[src/rtl/alu_pkg.sv]
// Shared types and constants for the sequential ALU.
package alu_pkg;

    typedef enum logic [3:0] {
        OP_AND = 4'h0,
        OP_OR  = 4'h1,
        OP_ADD = 4'h2,
        OP_INC = 4'h3,
        OP_DEC = 4'h4,
        OP_NOT = 4'h5,
        OP_SUB = 4'h6,
        OP_XOR = 4'h7,
        OP_SHL = 4'h8,
        OP_SHR = 4'h9
    } alu_op_e;

    localparam int unsigned FLAG_N = 3;
    localparam int unsigned FLAG_Z = 2;
    localparam int unsigned FLAG_C = 1;
    localparam int unsigned FLAG_V = 0;

    typedef enum logic [1:0] {
        IDLE  = 2'd0,
        SHIFT = 2'd1,
        DONE  = 2'd2
    } state_e;

endpackage

[src/rtl/alu_core.sv]
// Combinational datapath for the non-shift operations (0-7) and their flags.
module alu_core #(
    parameter int unsigned WIDTH = 8
) (
    input  logic [WIDTH-1:0] a,
    input  logic [WIDTH-1:0] b,
    input  logic [3:0]       op,
    input  logic             sel_in,
    input  logic             cin,
    output logic [WIDTH-1:0] result,
    output logic [3:0]       flags
);
    import alu_pkg::*;

    logic [WIDTH-1:0] x, p, q;
    logic             c, sub, arith;
    logic [WIDTH:0]   uns;
    logic [WIDTH+1:0] sgn;

    always_comb begin
        x      = sel_in ? b : a;
        p      = a;
        q      = b;
        c      = 1'b0;
        sub    = 1'b0;
        arith  = 1'b0;
        result = '0;
        unique case (op)
            OP_AND: result = a & b;
            OP_OR:  result = a | b;
            OP_XOR: result = a ^ b;
            OP_NOT: result = ~x;
            OP_ADD: begin arith = 1'b1; c = cin; end
            OP_SUB: begin arith = 1'b1; sub = 1'b1; c = cin; end
            OP_INC: begin arith = 1'b1; p = x; q = WIDTH'(1); end
            OP_DEC: begin arith = 1'b1; sub = 1'b1; p = x; q = WIDTH'(1); end
            default: ;
        endcase

        // Unsigned form yields carry/borrow; sign-extended form yields overflow.
        if (sub) begin
            uns = {1'b0, p} - {1'b0, q} + {{WIDTH{1'b0}}, c};
            sgn = {p[WIDTH-1], p[WIDTH-1], p} - {q[WIDTH-1], q[WIDTH-1], q}
                + {{(WIDTH+1){1'b0}}, c};
        end else begin
            uns = {1'b0, p} + {1'b0, q} + {{WIDTH{1'b0}}, c};
            sgn = {p[WIDTH-1], p[WIDTH-1], p} + {q[WIDTH-1], q[WIDTH-1], q}
                + {{(WIDTH+1){1'b0}}, c};
        end
        if (arith) result = uns[WIDTH-1:0];

        flags         = '0;
        flags[FLAG_N] = result[WIDTH-1];
        flags[FLAG_Z] = (result == '0);
        flags[FLAG_C] = arith & uns[WIDTH];
        flags[FLAG_V] = arith & ~((sgn[WIDTH+1] == sgn[WIDTH]) && (sgn[WIDTH] == sgn[WIDTH-1]));
    end

endmodule

[src/rtl/alu_seq_unit.sv]
// Registered, valid/ready handshaked ALU with iterative shifter and persistent carry.
module alu_seq_unit #(
    parameter int unsigned WIDTH = 8
) (
    input  logic             clk,
    input  logic             rst,
    input  logic             in_valid,
    output logic             in_ready,
    input  logic [WIDTH-1:0] a,
    input  logic [WIDTH-1:0] b,
    input  logic [3:0]       op,
    input  logic             sel_in,
    input  logic             use_cf,
    output logic             out_valid,
    input  logic             out_ready,
    output logic [WIDTH-1:0] result,
    output logic [3:0]       flags,
    output logic             err
);
    import alu_pkg::*;

    localparam int unsigned      SHW   = $clog2(WIDTH) + 1;
    localparam logic [WIDTH-1:0] W_VAL = WIDTH'(WIDTH);
    localparam logic [SHW-1:0]   W_CNT = SHW'(WIDTH);

    state_e           state_q, state_d;
    logic [WIDTH-1:0] result_q, result_d;
    logic [3:0]       flags_q, flags_d;
    logic             err_q, err_d;
    logic             creg_q, creg_d;
    logic [SHW-1:0]   cnt_q, cnt_d;
    logic             fill_q, fill_d;
    logic             left_q, left_d;

    logic [WIDTH-1:0] core_result;
    logic [3:0]       core_flags;
    logic [WIDTH-1:0] shifted;
    logic             out_bit;
    logic             accept;

    alu_core #(
        .WIDTH(WIDTH)
    ) u_core (
        .a      (a),
        .b      (b),
        .op     (op),
        .sel_in (sel_in),
        .cin    (use_cf ? creg_q : sel_in),
        .result (core_result),
        .flags  (core_flags)
    );

    assign in_ready  = !rst && (state_q == IDLE || (state_q == DONE && out_ready));
    assign accept    = in_valid && in_ready;
    assign out_valid = (state_q == DONE);
    assign result    = result_q;
    assign flags     = flags_q;
    assign err       = err_q;

    // The result register doubles as the shift register while in SHIFT.
    assign shifted = left_q ? {result_q[WIDTH-2:0], fill_q} : {fill_q, result_q[WIDTH-1:1]};
    assign out_bit = left_q ? result_q[WIDTH-1] : result_q[0];

    always_comb begin
        state_d  = state_q;
        result_d = result_q;
        flags_d  = flags_q;
        err_d    = err_q;
        creg_d   = creg_q;
        cnt_d    = cnt_q;
        fill_d   = fill_q;
        left_d   = left_q;

        unique case (state_q)
            IDLE: ;
            SHIFT: begin
                result_d       = shifted;
                flags_d        = '0;
                flags_d[FLAG_N] = shifted[WIDTH-1];
                flags_d[FLAG_Z] = (shifted == '0);
                flags_d[FLAG_C] = out_bit;
                cnt_d          = cnt_q - SHW'(1);
                if (cnt_q == SHW'(1)) begin
                    state_d = DONE;
                    creg_d  = out_bit;
                end
            end
            DONE: if (out_ready) state_d = IDLE;
            default: state_d = IDLE;
        endcase

        if (accept) begin
            err_d = 1'b0;
            if (op > OP_SHR) begin
                result_d = '0;
                flags_d  = '0;
                err_d    = 1'b1;
                state_d  = DONE;
            end else if (op == OP_SHL || op == OP_SHR) begin
                result_d = a;
                fill_d   = sel_in;
                left_d   = (op == OP_SHL);
                if (b == '0) begin
                    flags_d         = '0;
                    flags_d[FLAG_N] = a[WIDTH-1];
                    flags_d[FLAG_Z] = (a == '0);
                    creg_d          = 1'b0;
                    state_d         = DONE;
                end else begin
                    cnt_d   = (b >= W_VAL) ? W_CNT : SHW'(b);
                    state_d = SHIFT;
                end
            end else begin
                result_d = core_result;
                flags_d  = core_flags;
                creg_d   = core_flags[FLAG_C];
                state_d  = DONE;
            end
        end
    end

    always_ff @(posedge clk) begin
        if (rst) begin
            state_q  <= IDLE;
            result_q <= '0;
            flags_q  <= '0;
            err_q    <= 1'b0;
            creg_q   <= 1'b0;
            cnt_q    <= '0;
            fill_q   <= 1'b0;
            left_q   <= 1'b0;
        end else begin
            state_q  <= state_d;
            result_q <= result_d;
            flags_q  <= flags_d;
            err_q    <= err_d;
            creg_q   <= creg_d;
            cnt_q    <= cnt_d;
            fill_q   <= fill_d;
            left_q   <= left_d;
        end
    end

endmodule
[config.mk]
export PLATFORM = sky130hd
export DESIGN_NAME = alu_seq_unit
export DESIGN_NICKNAME = d
export VERILOG_FILES = /design/src/rtl/alu_pkg.sv /design/src/rtl/alu_core.sv /design/src/rtl/alu_seq_unit.sv
export SDC_FILE = /design/constraint.sdc
export NUM_CORES = 1
export LEC_CHECK = 0
export CORE_ASPECT_RATIO = 1.25
export CORE_MARGIN = 1
export CORE_UTILIZATION = 25
export CTS_CLUSTER_SIZE = 8
export DETAILED_ROUTE_END_ITERATION = 8
export GPL_ROUTABILITY_DRIVEN = 0
export PLACE_DENSITY = 0.49
export SLEW_MARGIN = 20
export SYNTH_ARGS = -nofsm -noshare
export SYNTH_HDL_FRONTEND = slang
export SYNTH_SLANG_ARGS = --single-unit
[constraint.sdc]
create_clock -name clk -period 3.85 [get_ports clk]
set_input_delay 0.77 -clock clk [delete_from_list [all_inputs] [get_ports clk]]
set_output_delay 0.77 -clock clk [all_outputs]
set_load 0.005 [all_outputs]
==> parameters.txt, run 1 <==
Parameter                              Value

Logic synthesis
  Synthesized instance count    ~480
  Top-area cell type share of the netlist area    19.2%
  Multiplexer share of the synthesized area    4.38%
  Mean area per synthesized cell    slightly above 7 um2
  Synthesized-area fraction occupied by and/or/nand/nor cells    a little under a quarter
  Count of flip-flops with a built-in enable after synthesis    0
  Synthesis-stage register bit count    22
  Total of warnings raised by yosys    0
  XOR/XNOR Fraction of Synth Area    between 6 and 7%
  Dominant combinational cell family by area after synthesis    compound AO/OA/AOI/OAI gates
  Cell accounting for the most synthesized area    ha_1
  Netlist area before placement    ~0.0035 mm2
  Library cells used by synthesis    62
  Adder-Cell Fraction of Synth Area    between 20% and 30%
  Top cells by area, synth    ha_1 19%, dfxtp_1 13%, nand2_1 6.4%
  Net count after synthesis    567
  Most frequently used flop master after synthesis    dfxtp_1
  Share of async-settable or async-resettable flops after synthesis    0%
  Post-synthesis compound-gate area fraction    around 26%
  Sequential area share after synthesis    12.5%

Setup path
  CP Max Fanout    5
  Worst Setup SP    op[0]
  Endpoint of the worst-slack reg-to-reg timing path    flags[2]
  Destination of the critical timing path    flags[0]
  Worst r2r path cells    12
  Setup Crit Path Kind    input port to register
  R2R setup slack    between 1000 and 1500 ps
  CP arrival    ~3800 ps
  Start of the worst register-to-register path    creg_q
  Critical path required time    between 4000 and 5000 ps
  Kind of end point of the critical path    register
  Kind of start point of the critical path    input port

Floorplan
  Die area    roughly 0.015 mm2
  Number of cell rows    48
  Floorplan core area    around 0.014 mm2
  Chip Height    around 130 um
  Initial cell density of the core    approximately 26%
  I/O pin cnt    between 40 and 50
  Die span in x    roughly 110 um

Placed design
  Count of port buffers added during placement    40
  Number of cells after detailed placement    between 800 and 900
  Post-placement worst setup slack    -701 ps
  HPWL reported at the end of detailed placement    between 10 and 15 mm

Global routing
  Initial antenna violation count    0
  Largest net degree at the start of global routing    23
  Grt total ovfl    0
  Number of global-route vias before repair    4097
  Wire length of the first global-routing pass    about 21 mm
  Global Route Usage Sum    18.8%

Pwr
  Power Density    ~260 mW/mm2
  Leakage power total    2.40 nW
  Worst IR Drop VDD    approximately 240 uV

Finish
  Number of nets in the layout    723
  Commonest non-fill, non-tap cells in the layout    129 x buf_4, 59 x nand2_1, 50 x ha_1, 43 x nor2_1, 35 x inv_1
  Utilization after layout    38.8%
  Share of cells above drive strength 1    between 20 and 30%
  Fillers    ~1400
  Non-Filler Instances    roughly 800
  Number of inserted diodes    0
  Leading cell type in the layout, fill and taps excluded    buf_4
  Area growth from synthesis to layout    51.5%

STA
  Hold Fails Final Rpt    0
  Worst clock skew    between 5 and 6 ps
  Max-slew violation total from the final report    0
  Minimum setup slack in the final design    170 ps
  Achievable clock frequency    around 0.27 GHz
  Share of the clock period used by the worst path    95.6%
  Final total negative setup slack    0 ps
  Min Tclk post-route    3680 ps
  Worst slew margin    slightly below 50%
  Count of final setup violators    0
  Slew @ Worst Pin    754 ps

Job
  Total of max-cap violations    0

Clock tree
  Number of hold buffers added after CTS    0
  Number of sinks handled by clock tree synthesis    22
  TritonCTS clock tree    yes
  TritonCTS buffer count    3
  Root Driver    clkbuf_16
  Clock transition time at the flip-flop clock pins of the worst setup and hold paths    approximately 60 ps
  CTS HTree Levels    1
  Later-pin clock latency in the skew report    between 200 and 300 ps
  Clock buffer depth    2

Detailed routing
  Drt via density    about 5
  Count of routing violations after the opening detailed-route iteration    221
  Average wire per cell in the routed design    16.5 um
  Number of routed nets with antenna violations    0
  Drt pass-1 iters    5
  Total DRC errors in the routed layout    0
  Final Routed Wirelength    roughly 13 mm
  Overall via count from detail_route    just over 4000

Min path
  Class of the most critical hold timing path    register to register

Outcome
  Run status    finished, final reports clean
## synth_stat cells, drive strengths merged, types with 4 or more instances
cell type,instances
mux2i,12
o41ai,4
inv,36
dfxtp,22
xnor2,10
nor3,17
nand2b,5
ha,54
o21ai,32
a211oi,9
nor2,46
a31oi,8
a22oi,7
a21oi,36
and2,5
nor4,10
xor2,13
nand3,11
o21a,5
nand2,60
clkbuf,15
or3,5
o211ai,7
buf,5
## routing by layer
metal  vias up  track usage (%)  part of all wire [%]
li1       2054                -                     -
met1      1877             21.3                    41
met2        93             34.4                    51
met3        31            0.724                   2.7
met4         0             11.4                   5.8
met5         -                0                     0
## repair_timing
action                                  4_1_cts  5_1_grt
gates cloned                                  0        1
endpoints found under the setup margin       12       12
pin swaps                                     9       17
gates resized for setup                      29       31
buffers inserted                              2        2
## cells by family after synthesis
group,count (synthesis)
mux,15
compound gates,136
fa+ha+maj,57
simple gates,174
buf+inv,56
flops,22
xor+xnor,24
## worst min path at each step
stage               startpoint  slack (ps)  depth (start not counted)  endpoint
global route               err         530                          2       err
detailed placement    flags[0]         490                          2  flags[0]
global placement           err         480                          2       err
CTS                   flags[0]         490                          2  flags[0]
finish                     err         500                          2       err
floorplan               fill_q         460                          2    fill_q
## critical path: stages
cell and delay (ps):
buf_4 130, nor4b_4 300, buf_4 210, nor2_4 60, nand2_2 90, ha_4 210, a21oi_4 140, ha_1 230
nor2b_2 150, o21a_1 210, o31a_1 320, nor2_1 130, xor2_1 100, o41ai_2 360, buf_4 170, xor2_2 180
o21ai_1 70
## area by class of cell
type                    count  area [um2]  share of cell area, %
inverters                  36         135                   2.54
multi-input cells         406        3050                   57.3
clock inverters             1        30.0                  0.563
well taps                 175         219                   4.11
repair buffers            171        1380                   25.8
flip-flops and latches     22         440                   8.26
clock buffers               3        75.1                   1.41
## metrics by stage
| step | hold WS, ps | cell area, um2 | total power, mW |
|---|---|---|---|
| after global routing | 530 | 5330 | 1.47 |
| after global placement | 483 | 5020 | 1.03 |
| after detailed placement | 485 | 5020 | 1.04 |
| final | 501 | 5330 | 1.38 |
| after floorplan | 461 | 3530 | 0.685 |
| after CTS | 494 | 5230 | 1.36 |
## flip-flops by register name, indices dropped and copies added (netlist names)
signal	cells
flags	4
left_q	1
err	1
state_q	2
fill_q	1
result	8
cnt_q	4
creg_q	1
## report_power, final
part / leakage (nW) / internal (mW) / total, mW / switching, mW
Combinational: 2.17 / 0.407 / 0.804 / 0.396
Clock: 0.0511 / 0.207 / 0.301 / 0.0944
Sequential: 0.180 / 0.249 / 0.273 / 0.0236
Total: 2.40 / 0.864 / 1.38 / 0.514
(Power assumes the default switching activity.)
==> run 2: changes to the inputs <==
Settings changed: PLACE_DENSITY 0.49 to 0.41.
==> parameters.txt, run 2 (synthesis results as in run 1) <==
Parameter                              Value

Finish
  Non-Filler Instances    808 (-0.74%)
  Commonest non-fill, non-tap cells in the layout    122 x buf_4, 55 x nand2_1, 43 x nor2_1, 42 x ha_1, 35 x clkdlybuf4s50_1
  Leading cell type in the layout, fill and taps excluded    buf_4
  Share of cells above drive strength 1    32.1% (+3.1 points)
  Area growth from synthesis to layout    56.8%
  Number of inserted diodes    0 (unchanged)
  Fillers    1452 (+2.1%)
  Flip-flop count of the largest register after layout    8 (unchanged)
  Utilization after layout    40.1% (+1.4 points)
  Design Area, Final    0.00552 mm2 (+3.5%)
  Number of nets in the layout    717 (-0.83%)

Setup path
  Top Family by Delay on Critical Path    simple AND/OR/NAND/NOR gates
  Buffering stage count on the worst path with inverters included    3 (unchanged)
  Ordered cell list for the critical path    dlygate4sd2_1 > and4bb_4 > buf_4 > nor2_2 > buf_6 > nand2_2 > ha_4 > ha_4 > nand3_1 > o211ai_1 > nor2_1 > xor2_1 > o221a_2 > nand3_4 > nor4_4 > a32o_1
  Critical path's slowest cell    and4bb_4
  Cell seen most often among critical-path stages    ha_4
  R2R setup slack    1060 ps (+40 ps)
  CP peak stage delay    370 ps (about the same)
  Setup Crit Path Kind    input port to register
  Kind of end point of the critical path    register
  Kind of start point of the critical path    input port
  CP arrival    3910 ps (+70 ps)
  CP Max Fanout    10 (+5)
  Critical path required time    4050 ps (+40 ps)

STA
  Worst clock skew    9.59 ps (+4.03 ps)
  Hold Worst Slack    489 ps (-11.1 ps)
  Count of final setup violators    0 (unchanged)
  Min Tclk post-route    3710 ps (+30.0 ps)
  Final total negative setup slack    0 ps (unchanged)
  Minimum setup slack in the final design    140 ps (-30.0 ps)
  Worst slew margin    46.0% (-3.1 points)
  Share of the clock period used by the worst path    96.4% (+0.78 points)
  Achievable clock frequency    0.270 GHz (-0.81%)
  Slew @ Worst Pin    808 ps (+54.5 ps)
  Hold Fails Final Rpt    0 (unchanged)
  Max-slew violation total from the final report    0 (unchanged)

Pwr
  Worst IR Drop VDD    223 uV (-7.9%)
  Leakage power total    2.38 nW (-0.78%)
  Post-layout total power    1.42 mW (+2.8%)
  Power Density    257 mW/mm2 (-0.63%)

Clock tree
  Clock transition time at the flip-flop clock pins of the worst setup and hold paths    70 ps (about the same)
  CTS HTree Levels    1 (unchanged)
  TritonCTS buffer count    3 (unchanged)
  Number of hold buffers added after CTS    0 (unchanged)
  Root Driver    clkbuf_16
  Later-pin clock latency in the skew report    270 ps (about the same)
  Number of sinks handled by clock tree synthesis    22 (unchanged)
  TritonCTS clock tree    yes
  Clock buffer depth    2 (unchanged)

Floorplan
  Floorplan core area    0.0138 mm2 (unchanged)
  Die span in x    108 um (unchanged)
  Chip Height    135 um (unchanged)
  Initial cell density of the core    25.6% (unchanged)
  I/O pin cnt    41 (unchanged)
  Die area    0.0146 mm2 (unchanged)
  Number of cell rows    48 (unchanged)

Global routing
  Largest net degree at the start of global routing    23 (unchanged)
  Number of global-route vias before repair    4136 (+0.95%)
  Grt total ovfl    0 (unchanged)
  Wire length of the first global-routing pass    21.8 mm (+2.8%)
  Initial antenna violation count    0 (unchanged)
  Global Route Usage Sum    19.4% (+0.55 points)

Min path
  Class of the most critical hold timing path    register to register

Placed design
  Number of cells after detailed placement    795 (-1.4%)
  Count of port buffers added during placement    40 (unchanged)
  Placed instance area    0.00494 mm2 (-1.6%)
  Post-placement worst setup slack    -806 ps (-105 ps)
  HPWL reported at the end of detailed placement    11.6 mm (+3.9%)

Detailed routing
  Drt via density    5.07 (+1.8%)
  Average wire per cell in the routed design    17.2 um (+4.5%)
  Number of routed nets with antenna violations    0 (unchanged)
  Total DRC errors in the routed layout    0 (unchanged)
  Overall via count from detail_route    4098 (+1.1%)
  Count of routing violations after the opening detailed-route iteration    232 (+5.0%)
  Final Routed Wirelength    13.9 mm (+3.8%)
  Drt pass-1 iters    4 (-1)

Job
  Total of max-cap violations    0 (unchanged)

Outcome
  Run status    finished, final reports clean
## run 2: power breakdown
part           switching, mW  internal, mW
Clock                 0.0914         0.207
Combinational          0.421         0.425
Sequential            0.0233         0.249
## run 2: layout make-up
type,instances,area (um2),share of cell area (%)
Multi-Input combinational cell,406,3280,59.4
Inverter,36,138,2.49
Clock buffer,3,75.1,1.36
Clock inverter,1,30.0,0.544
Sequential cell,22,440,7.98
Tap cell,175,219,3.97
Timing Repair Buffer,165,1340,24.2
## run 2: worst paths after layout
kind,start,end,depth (start not counted)
setup / recovery,op[2],flags[2],16
hold / removal,flags[0],flags[0],2
setup reg to reg,creg_q,flags[1],13
hold reg to reg,flags[0],flags[0],2
## run 2: layer usage
layer  vias to the layer above  share of wire (%)  track usage (%)
met2                        76                 54             36.7
li1                       2040                  -                -
met3                        28                2.0             1.21
met1                      1954                 40             21.6
met4                         0                4.0             9.13
met5                         -                  0                0
## run 2: what timing repair did
item | CTS | global route
cloned | 1 | 0
gates resized for setup | 48 | 47
pin swaps | 16 | 26
buffers inserted | 3 | 5
setup endpoints to repair | 11 | 11
## run 2: worst register-to-register path, cell delays in order, from the launching register on
cell and delay [ps]:
dfxtp_1 350, mux2i_1 160, nor3_1 70, buf_4 160, fa_1 410, ha_1 210, nor2_2 130, o311a_1 180
o21bai_1 80, a21oi_1 200, nor2_1 60, o21ba_2 200, o311ai_2 290, o41ai_1 150
